==> src/rtl/bus_control_pipe.sv <==
// Multi-channel bus select pipeline: DEPTH register stages of raw select codes,
// one-hot decoded from the last stage. Optional checker under BUSCTRL_ERRCHK_EN.
module bus_control_pipe #(
  parameter int SEL_W  = 4,
  parameter int NUM_CH = 2,
  parameter int DEPTH  = 1
) (
  input  logic                          Clock_In,
  input  logic                          Reset_In,
  input  logic [NUM_CH*SEL_W-1:0]       Assert_Sel,
  input  logic [NUM_CH*SEL_W-1:0]       Load_Sel,
  input  logic                          Stall_In,
  input  logic                          Flush_In,
  output logic [NUM_CH*(2**SEL_W)-1:0]  Assert_En,
  output logic [NUM_CH*(2**SEL_W)-1:0]  Load_En,
  output logic                          Busy,
  output logic                          Err_Flag,
  output logic [7:0]                    Err_Count
);

  localparam int DEC_W  = 2**SEL_W;
  localparam int CODE_W = NUM_CH*SEL_W;

  if (DEPTH < 1 || DEPTH > 4) begin : g_bad_depth
    $error("bus_control_pipe: DEPTH must be 1..4");
  end

  logic [CODE_W-1:0] a_q [DEPTH];
  logic [CODE_W-1:0] l_q [DEPTH];
  logic [SEL_W-1:0]  a_code;
  logic [SEL_W-1:0]  l_code;

  // Flush wins over stall; stall freezes every stage.
  always_ff @(posedge Clock_In or negedge Reset_In) begin
    if (!Reset_In) begin
      for (int i = 0; i < DEPTH; i++) begin
        a_q[i] <= '0;
        l_q[i] <= '0;
      end
    end else if (Flush_In) begin
      for (int i = 0; i < DEPTH; i++) begin
        a_q[i] <= '0;
        l_q[i] <= '0;
      end
    end else if (!Stall_In) begin
      a_q[0] <= Assert_Sel;
      l_q[0] <= Load_Sel;
      for (int i = 1; i < DEPTH; i++) begin
        a_q[i] <= a_q[i-1];
        l_q[i] <= l_q[i-1];
      end
    end
  end

  // Outputs depend only on the final stage register, never on the inputs.
  always_comb begin
    Assert_En = '0;
    Load_En   = '0;
    a_code    = '0;
    l_code    = '0;
    for (int c = 0; c < NUM_CH; c++) begin
      a_code = a_q[DEPTH-1][c*SEL_W +: SEL_W];
      l_code = l_q[DEPTH-1][c*SEL_W +: SEL_W];
      if (a_code != '0) Assert_En[c*DEC_W + int'(a_code)] = 1'b1;
      if (l_code != '0) Load_En[c*DEC_W + int'(l_code)] = 1'b1;
    end
  end

  always_comb begin
    Busy = 1'b0;
    for (int i = 0; i < DEPTH; i++) begin
      if (a_q[i] != '0 || l_q[i] != '0) Busy = 1'b1;
    end
  end

`ifdef BUSCTRL_ERRCHK_EN
  logic err_now;

  // A load with no driver on any channel of the final stage.
  always_comb begin
    err_now = 1'b0;
    for (int c = 0; c < NUM_CH; c++) begin
      if (l_q[DEPTH-1][c*SEL_W +: SEL_W] != '0 &&
          a_q[DEPTH-1][c*SEL_W +: SEL_W] == '0) err_now = 1'b1;
    end
  end

  always_ff @(posedge Clock_In or negedge Reset_In) begin
    if (!Reset_In) begin
      Err_Flag  <= 1'b0;
      Err_Count <= 8'd0;
    end else if (err_now && !Stall_In) begin
      Err_Flag <= 1'b1;
      if (Err_Count != 8'hFF) Err_Count <= Err_Count + 8'd1;
    end
  end
`else
  assign Err_Flag  = 1'b0;
  assign Err_Count = 8'd0;
`endif

endmodule

==> config.mk <==
export PLATFORM = sky130hd
export DESIGN_NAME = bus_control_pipe
export DESIGN_NICKNAME = d
export VERILOG_FILES = /design/src/rtl/bus_control_pipe.sv
export SDC_FILE = /design/constraint.sdc
export NUM_CORES = 1
export LEC_CHECK = 0
export CAP_MARGIN = 20
export CORE_ASPECT_RATIO = 1.5
export CORE_MARGIN = 1.5
export CORE_UTILIZATION = 37
export CTS_BUF_LIST = sky130_fd_sc_hd__clkbuf_2 sky130_fd_sc_hd__clkbuf_4 sky130_fd_sc_hd__clkbuf_8
export CTS_CLUSTER_SIZE = 16
export DETAILED_ROUTE_END_ITERATION = 8
export MAX_ROUTING_LAYER = met4
export PLACE_DENSITY = 0.89
export SLEW_MARGIN = 20
export SYNTH_ARGS = -nofsm -noshare
export SYNTH_HDL_FRONTEND = slang
export SYNTH_SLANG_ARGS = --single-unit
==> constraint.sdc <==
create_clock -name Clock_In -period 1.6 [get_ports Clock_In]
set_clock_uncertainty 0.1 [all_clocks]
set_input_delay 0.32 -clock Clock_In [delete_from_list [all_inputs] [get_ports Clock_In]]
set_output_delay 0.32 -clock Clock_In [all_outputs]
set_load 0.01 [all_outputs]
==> out/qor_table.md, run 1 <==
| Result | Value | Unit |
|:---|:---|:---|
| CTS H-tree depth | 1 | - |
| Input/output buffers | 80 | - |
| Master cell of the clock root buffer | clkbuf_8 | - |
| Maximum clock insertion buffer count | 2 | - |
| Pin count of the biggest net entering global routing | 17 | - |
| Sequential element share of the synthesized area | 34.0 | % |
| Top cells by area, synth | dfrtp_1, nor2_1, mux2i_1 | - |
| Result of the run | did not finish | - |
| Setup Slack @ Placement | -0.240 | ns |
| Summed instance area of the synthesized netlist | 1180 | sq um |
| Clock sink total | 16 | - |
| Total clock buffers created by CTS | 3 | - |
| Post-DP HPWL | 2.91 | mm |
| Warnings from Yosys | 0 | - |
| Count of different cell masters after synthesis | 14 | - |
| Initial core utilization | 39.6 | % |
| Worst endpoint after global-route timing repair | Busy | - |
| Biggest area consumer among synthesized cells | dfrtp_1 | - |
| Instance area after placement | 2170 | sq um |
| Mapped Cells | 155 | - |
| Error message | [ERROR DPL-0038] Utilization greater than 100%, impossible to legalize | - |
| Share of Yosys cell area claimed by the top area cell type | 34.0 | % |
| Pin category terminating the worst setup path after the last repair | top-level output | - |
| Number of placed I/O pins | 94 | - |
| Number of synthesized register bits | 16 | - |
| Halt Stage | global routing | - |
| Die boundary height | 72.1 | um |
| Cell Rows | 24 | - |
| Die span in x | 49.1 | um |
| RePlAce Congestion | 0.890 | - |
| Mean instance size in the synthesized netlist | 7.60 | sq um |
[timing repair]
item | CTS
gates cloned | 0
pin swaps | 21
setup endpoints to repair | 61
setup buffers | 45
gates resized for setup | 325
hold buffers | 0
[kinds of logic after synthesis]
kind of cell           count (synthesis)  synth area share (%)
buffers and inverters                 17                  11.7
multiplexers                          16                  13.6
other                                  1                 0.318
flip-flops                            16                  34.0
AND/OR/NAND/NOR                      105                  40.4
[per-stage QoR]
step | instances | hold slack, ns | util, %
2_1_floorplan | 167 | -0.0756 | -
3_3_place_gp | 299 | 0.452 | 73.1
3_5_place_dp | 299 | 0.461 | 73.1
4_1_cts | 346 | 0.327 | 90.2
[synth_stat cells]
cell	instances
buf_12	1
mux2i_1	16
nand4_1	1
nand2_1	8
buf_1	1
dfrtp_1	16
buf_4	13
buf_2	1
nor3_1	24
nor4_1	4
buf_6	1
nand2b_1	16
nor2_1	52
conb_1	1
==> run 2: changes to the inputs <==
==> config.mk (replaced) <==
export PLATFORM = sky130hd
export DESIGN_NAME = bus_control_pipe
export DESIGN_NICKNAME = d
export VERILOG_FILES = /design/src/rtl/bus_control_pipe.sv
export SDC_FILE = /design/constraint.sdc
export NUM_CORES = 1
export LEC_CHECK = 0
export CAP_MARGIN = 20
export CORE_AREA = 2 2 63 65
export DETAILED_ROUTE_END_ITERATION = 8
export DIE_AREA = 0 0 65 67
export PLACE_DENSITY_LB_ADDON = 0.15
export SLEW_MARGIN = 20
export SYNTH_ARGS = -nofsm -noshare
export SYNTH_HDL_FRONTEND = slang
export SYNTH_SLANG_ARGS = --single-unit
==> run 2 against run 1 <==
  * Synthesized cell count unchanged
  * Area after synthesis stayed put
  * The flow now finishes, with violations (negative setup slack)
==> out/qor_table.md, run 2 <==
| Result | Value | Unit |
|:---|:---|:---|
| Violated checks | negative setup slack | - |
| Initial antenna violation count | 0 | - |
| Final #Nets | 322 | - |
| CTS H-tree depth | 1 | - |
| Filler cell count | 229 | - |
| Total count of max-transition violations in the final report | 0 | - |
| Element type at the critical path end | output pin | - |
| Area share of fa/ha/maj cells after synthesis | 0 | % |
| Number of cells after detailed placement | 306 | - |
| Share of Yosys cell area claimed by the top area cell type | 34.0 | % |
| Main combinational cell family by area after synthesis | simple AND/OR/NAND/NOR gates | - |
| Number of detailed-route iterations in the first pass | 4 | - |
| EDFF count, synth | 0 | - |
| Post-DP HPWL | 2.81 | mm |
| Clock latency on the worst-skew pair | 0.25 | ns |
| Number of diodes | 0 | - |
| Cell Rows | 22 | - |
| Number of placed I/O pins | 94 | - |
| DRT Wirelength | 5.68 | mm |
| Count of different cell masters after synthesis | 14 | - |
| Area growth, synth to finish | 140 | % |
| Master cell of the clock root buffer | clkbuf_8 | - |
| Most common cell after layout, fill and taps aside | buf_2 | - |
| Xor/xnor share of the synthesized area | 0 | % |
| Leak | 1.46 | nW |
| Flop2flop setup slack | 0.42 | ns |
| Via count | 1665 | - |
| Number of failing hold endpoints at the final stage | 0 | - |
| Synth Flop Type | dfrtp_1 | - |
| Total area of multi-input combinational cells | 1130 | sq um |
| Sequential cell area in the final layout | 409 | sq um |
| Final critical-path share of the clock period | 119 | % |
| Unrepaired setup endpoints after global routing | true | - |
| Maximum clock insertion buffer count | 2 | - |
| Total clock buffers created by CTS | 3 | - |
| Sequential element share of the synthesized area | 34.0 | % |
| Commonest cells after routing, fill and taps aside | buf_2, nor2_1, buf_6 | - |
| R2R Path End | l_q[3]$_DFFE_PN0P_ | - |
| Mapped Cells | 155 | - |
| Worst Setup Path Type | flip-flop to output pin | - |
| Async S/R FF share, synth | 100 | % |
| Most instantiated library cell after synthesis | nor2_1 | - |
| Initial core utilization | 32.7 | % |
| R2r worst-path depth | 5 | - |
| Power Dens Cells | 499 | nW/um^2 |
| Mean instance size in the synthesized netlist | 7.60 | sq um |
| Last element of the critical path | Busy | - |
| Floorplan die area | 4360 | sq um |
| Slowest cell on crit path | dfrtp_1 | - |
| Most frequent cells after synthesis | nor2_1, nor3_1, dfrtp_1, mux2i_1, nand2b_1 | - |
| Clk slew on worst S/H paths | 0.06 | ns |
| Maximum fanout along the worst path | 3 | - |
| Share of synthesized area spent on multiplexers | 13.6 | % |
| Pin count of the biggest net entering global routing | 17 | - |
| Number of synthesized register bits | 16 | - |
| Arrival time of data at the critical path endpoint | 1.48 | ns |
| Peak VDD IR | 393 | uV |
| Result of the run | finished with violations | - |
| Count of hold buffers inserted by post-cts repair | 0 | - |
| Input/output buffers | 80 | - |
| Die span in x | 65 | um |
| Die boundary height | 67 | um |
| RePlAce Congestion | 0.793 | - |
| Setup Slack @ Placement | -0.232 | ns |
| First-pass GRT wire length | 7.04 | mm |
| Core Box Area | 3610 | sq um |
| Max Clk Rate | 0.527 | GHz |
| Number of max-cap violations | 0 | - |
| Worst path max stage delay | 0.44 | ns |
| Simple-gate share of the synthesized area | 40.4 | % |
| CTS tree | built | - |
| Post-route non-filler standard cell count | 349 | - |
| Warnings from Yosys | 0 | - |
| WL per Instance | 16.3 | um |
| Post-layout min period | 1.90 | ns |
| Number of global-route vias before repair | 1550 | - |
| Crit path launch type | flip-flop | - |
| Post-synthesis compound-gate area fraction | 0 | % |
| Remaining global-route overflow | 0 | - |
| Registers with the highest flip-flop counts | a_q: 8 flops, l_q: 8 flops | - |
| Initial drt markers | 70 | - |
| Antenna violation net count after detailed routing | 0 | - |
| DR DRC count | 0 | - |
| Cells along the critical path | buf_6 > nor4_4 > nand4_1 > buf_2 | - |
| Summed instance area of the synthesized netlist | 1180 | sq um |
| Worst r2r src | l_q[3]$_DFFE_PN0P_ | - |
| Clock sink total | 16 | - |
| Worst Hold Slack | 0.287 | ns |
| Worst hold path class | input port to async pin | - |
| Total GRT Usage | 20.8 | % |
| Required time reported for the critical path endpoint | 1.18 | ns |
| Layout cell share with drive strength beyond 1 | 66.8 | % |
| Via density per instance | 4.77 | - |
| Total of endpoints with negative setup slack in the final report | 46 | - |
| Top cells by area, synth | dfrtp_1, nor2_1, mux2i_1 | - |
| Biggest area consumer among synthesized cells | dfrtp_1 | - |
| Crit path setup slack, layout | -0.297 | ns |
| CP Launch Point | a_q[0]$_DFFE_PN0P_ | - |
run 2: cell counts after synthesis:
No cell type changed its count.
run 2: worst min path at each step:
| stage | slack, ns | from | end |
|---|---|---|---|
| finish | 0.29 | Reset_In | a_q[0]$_DFFE_PN0P_ |
| global placement | 0.47 | a_q[4]$_DFFE_PN0P_ | a_q[4]$_DFFE_PN0P_ |
| floorplan | -0.08 | Reset_In | a_q[0]$_DFFE_PN0P_ |
| CTS | 0.29 | Reset_In | a_q[0]$_DFFE_PN0P_ |
| detailed placement | 0.48 | a_q[1]$_DFFE_PN0P_ | a_q[1]$_DFFE_PN0P_ |
| global route | 0.31 | Reset_In | a_q[0]$_DFFE_PN0P_ |
run 2: final cells by class:
class | instances | area share (%)
timing repair buffer | 147 | 41.5
multi-input combinational | 134 | 39.9
sequential | 16 | 14.4
tap | 48 | 2.12
clock buffer | 4 | 1.94
run 2: repair_timing:
item | 4_1_cts | 5_1_grt
setup buffers | 30 | 13
endpoints found under the hold margin | 0 | 0
gates resized for setup | 312 | 63
endpoints found under the setup margin | 61 | 57
pin swaps | 8 | 28
run 2: power by group:
group	switching, W	total, W	internal (W)
Sequential	0.0000395	0.000469	0.000429
Combinational	0.000274	0.000590	0.000316
Clock	0.000136	0.000354	0.000218
Total	0.000450	0.00141	0.000964
run 2: stage by stage:
step                      util (%)  setup TNS [ns]  total power (W)  area [sq um]
after floorplan                  -               0         0.000637          1220
after global placement        60.2           -7.60         0.000816          2170
after detailed placement      60.2           -7.85         0.000817          2170
after CTS                     69.3          -0.686          0.00129          2500
after global routing          78.5           -5.16          0.00147          2830
final                         78.5           -2.93          0.00141          2830
run 2: critical path: cells and delay by family, from the launching register on:
| family | cells | cell delay [ns] |
|---|---|---|
| buffers and inverters | 2 | 0.35 |
| flip-flops | 1 | 0.44 |
| AND/OR/NAND/NOR | 2 | 0.45 |
run 2: cells by family after synthesis:
kind of cell | count (synthesis)
other | 1
flip-flops | 16
multiplexers | 16
buffers and inverters | 17
AND/OR/NAND/NOR | 105
run 2: routing by layer:
layer  vias up  routed length (um)  global-route usage (%)
met2        74                3140                    39.3
li1        783                   -                       -
met1       792                2060                    23.8
met3        16                 273                    2.20
met4         0                 206                    7.98
met5         -                   0                       0
(Power assumes the default switching activity.)
==> run 3: changes to the inputs <==
--- a/config.mk
+++ b/config.mk
@@ -9,6 +9,7 @@
 export CORE_AREA = 2 2 63 65
 export DETAILED_ROUTE_END_ITERATION = 8
 export DIE_AREA = 0 0 65 67
+export DONT_BUFFER_PORTS = 1
 export PLACE_DENSITY_LB_ADDON = 0.15
 export SLEW_MARGIN = 20
 export SYNTH_ARGS = -nofsm -noshare
==> run 3 against run 2 <==
  * The flow still finishes with violations (negative setup slack)
  * Non-clock buffer count fell by 117
  * Routed wire length fell by 37%
  * First-iteration DRC count fell by 56%
  * Design area fell by 35%
  * Largest power group is now registers
  * Sequential power rose by 4.5%
  * Count of clock-buffer cells in the layout did not move
  * Via count fell by 29%
  * Utilization fell by 27 points
  * Maximum frequency rose by 15%
  * Critical path depth fell by 2
  * Total power fell by 18%
  * Flip-flop and latch count did not move
==> out/qor_table.md, run 3 (same netlist as run 2, synthesis figures left out) <==
| Result | Value | Unit |
|:---|:---|:---|
| Number of detailed-route iterations in the first pass | 4 | - |
| Post-Layout Inst Area | 1850 | sq um |
| Max Clk Rate | 0.604 | GHz |
| Number of placed I/O pins | 94 | - |
| RePlAce Congestion | 0.800 | - |
| Post-route setup TNS | -0.491 | ns |
| Floorplan die area | 4360 | sq um |
| Element type at the critical path end | output pin | - |
| Initial core utilization | 32.7 | % |
| Crit path setup slack, layout | -0.0546 | ns |
| Post-layout min period | 1.65 | ns |
| First-pass GRT wire length | 4.45 | mm |
| Final critical-path share of the clock period | 103 | % |
| Unrepaired setup endpoints after global routing | true | - |
| Via count | 1184 | - |
| Worst hold path class | input port to flip-flop | - |
| Peak VDD IR | 287 | uV |
| DRT Wirelength | 3.59 | mm |
| Layout cell share with drive strength beyond 1 | 59.2 | % |
| Core Box Area | 3610 | sq um |
| Slowest cell on crit path | dfrtp_2 | - |
| Remaining global-route overflow | 0 | - |
| Commonest cells after routing, fill and taps aside | nor2_1, buf_4, nor2_2 | - |
| Number of failing hold endpoints at the final stage | 0 | - |
| Result of the run | finished with violations | - |
| Input/output buffers | 0 | - |
| Worst Setup Path Type | flip-flop to output pin | - |
| Initial drt markers | 31 | - |
| Worst path max stage delay | 0.49 | ns |
| WL per Instance | 15.5 | um |
| Crit path launch type | flip-flop | - |
| Total count of max-transition violations in the final report | 0 | - |
| Leak | 0.727 | nW |
| Initial antenna violation count | 0 | - |
| Cell Rows | 22 | - |
| Pin count of the biggest net entering global routing | 17 | - |
| Final #Nets | 205 | - |
| CTS tree | built | - |
| Total GRT Usage | 13.5 | % |
| Antenna violation net count after detailed routing | 0 | - |
| Most common cell after layout, fill and taps aside | nor2_1 | - |
| Maximum fanout along the worst path | 8 | - |
| Instance area after placement | 1180 | sq um |
| Total clock buffers created by CTS | 3 | - |
| Setup Slack @ Placement | 0.129 | ns |
| Maximum clock insertion buffer count | 2 | - |
| Cells along the critical path | nand2b_2 > nor3_2 | - |
| Die boundary height | 67 | um |
| Number of global-route vias before repair | 917 | - |
| Total of endpoints with negative setup slack in the final report | 17 | - |
| Max transition margin | 52.9 | % |
| Area growth, synth to finish | 57.3 | % |
| Arrival time of data at the critical path endpoint | 1.23 | ns |
| Power Dens Cells | 622 | nW/um^2 |
| Clock sink total | 16 | - |
| CTS H-tree depth | 1 | - |
| Master cell of the clock root buffer | clkbuf_8 | - |
| Via density per instance | 5.10 | - |
| Die span in x | 65 | um |
| Number of diodes | 0 | - |
| Required time reported for the critical path endpoint | 1.18 | ns |
| DR DRC count | 0 | - |
| Number of max-cap violations | 0 | - |
| Violated checks | negative setup slack | - |
| Transition time at the pin with the least slew margin | 0.704 | ns |
| Clock latency on the worst-skew pair | 0.24 | ns |
| Clk slew on worst S/H paths | 0.06 | ns |
| Post-DP HPWL | 2.16 | mm |
| Registers with the highest flip-flop counts | a_q: 8 flops, l_q: 8 flops | - |
==> run 3: area by class of cell <==
cell class	count	area, sq um
fillers	332	1750
clock buffers	4	55.1
flip-flops and latches	16	417
multi-input cells	134	1060
well taps	48	60.1
repair buffers	30	259
==> run 3: worst paths after layout <==
kind | cells past startpoint | slack [ns] | to | startpoint
min reg2reg | 2 | 0.53 | a_q[0]$_DFFE_PN0P_ | a_q[0]$_DFFE_PN0P_
max in group asynchronous | 1 | 0.45 | l_q[3]$_DFFE_PN0P_ | Reset_In
max | 2 | -0.05 | Load_En[8] | l_q[2]$_DFFE_PN0P_
max reg2reg | 3 | 0.56 | l_q[3]$_DFFE_PN0P_ | l_q[3]$_DFFE_PN0P_
min | 1 | 0.03 | a_q[2]$_DFFE_PN0P_ | Flush_In
min in group asynchronous | 1 | 0.46 | a_q[1]$_DFFE_PN0P_ | Reset_In
==> run 3: layer usage <==
layer	share of wire, %	GRT usage, %	routed length [um]
met2	57	25.3	2030
met1	36	15.1	1290
met4	1.8	6.91	65
met5	0	0	0
met3	5.5	1.35	196
==> run 3: critical path: cells and delay by family (launching register included) <==
| family | cells | cell delay (ns) |
|---|---|---|
| AND/OR/NAND/NOR | 2 | 0.49 |
| flip-flops | 1 | 0.49 |
==> run 3: timing repair <==
item                       in CTS  in global routing
hold buffers                    1                  0
setup buffers                   0                 25
pin swaps                       4                 14
gates resized for setup        25                 80
cloned                          0                  0
hold endpoints to repair       16                  0
setup endpoints to repair      31                 57
==> run 3: metrics by stage <==
| step | power (W) | hold WS [ns] | instances | util, % |
|---|---|---|---|---|
| 6_report | 0.00115 | 0.0266 | 232 | 51.4 |
| 4_1_cts | 0.00101 | 0.0229 | 207 | 36.9 |
| 2_1_floorplan | 0.000637 | -0.0756 | 167 | - |
| 3_3_place_gp | 0.000626 | -0.0753 | 202 | 32.6 |
| 5_1_grt | 0.00121 | 0.0164 | 232 | 51.4 |
| 3_5_place_dp | 0.000631 | -0.0753 | 202 | 32.6 |
==> run 3: power breakdown <==
| part | switching [W] | internal [W] | total, W |
|---|---|---|---|
| sequential | 0.0000589 | 0.000431 | 0.000490 |
| clock | 0.000132 | 0.000218 | 0.000350 |
| combinational | 0.000168 | 0.000146 | 0.000314 |
| total | 0.000359 | 0.000795 | 0.00115 |
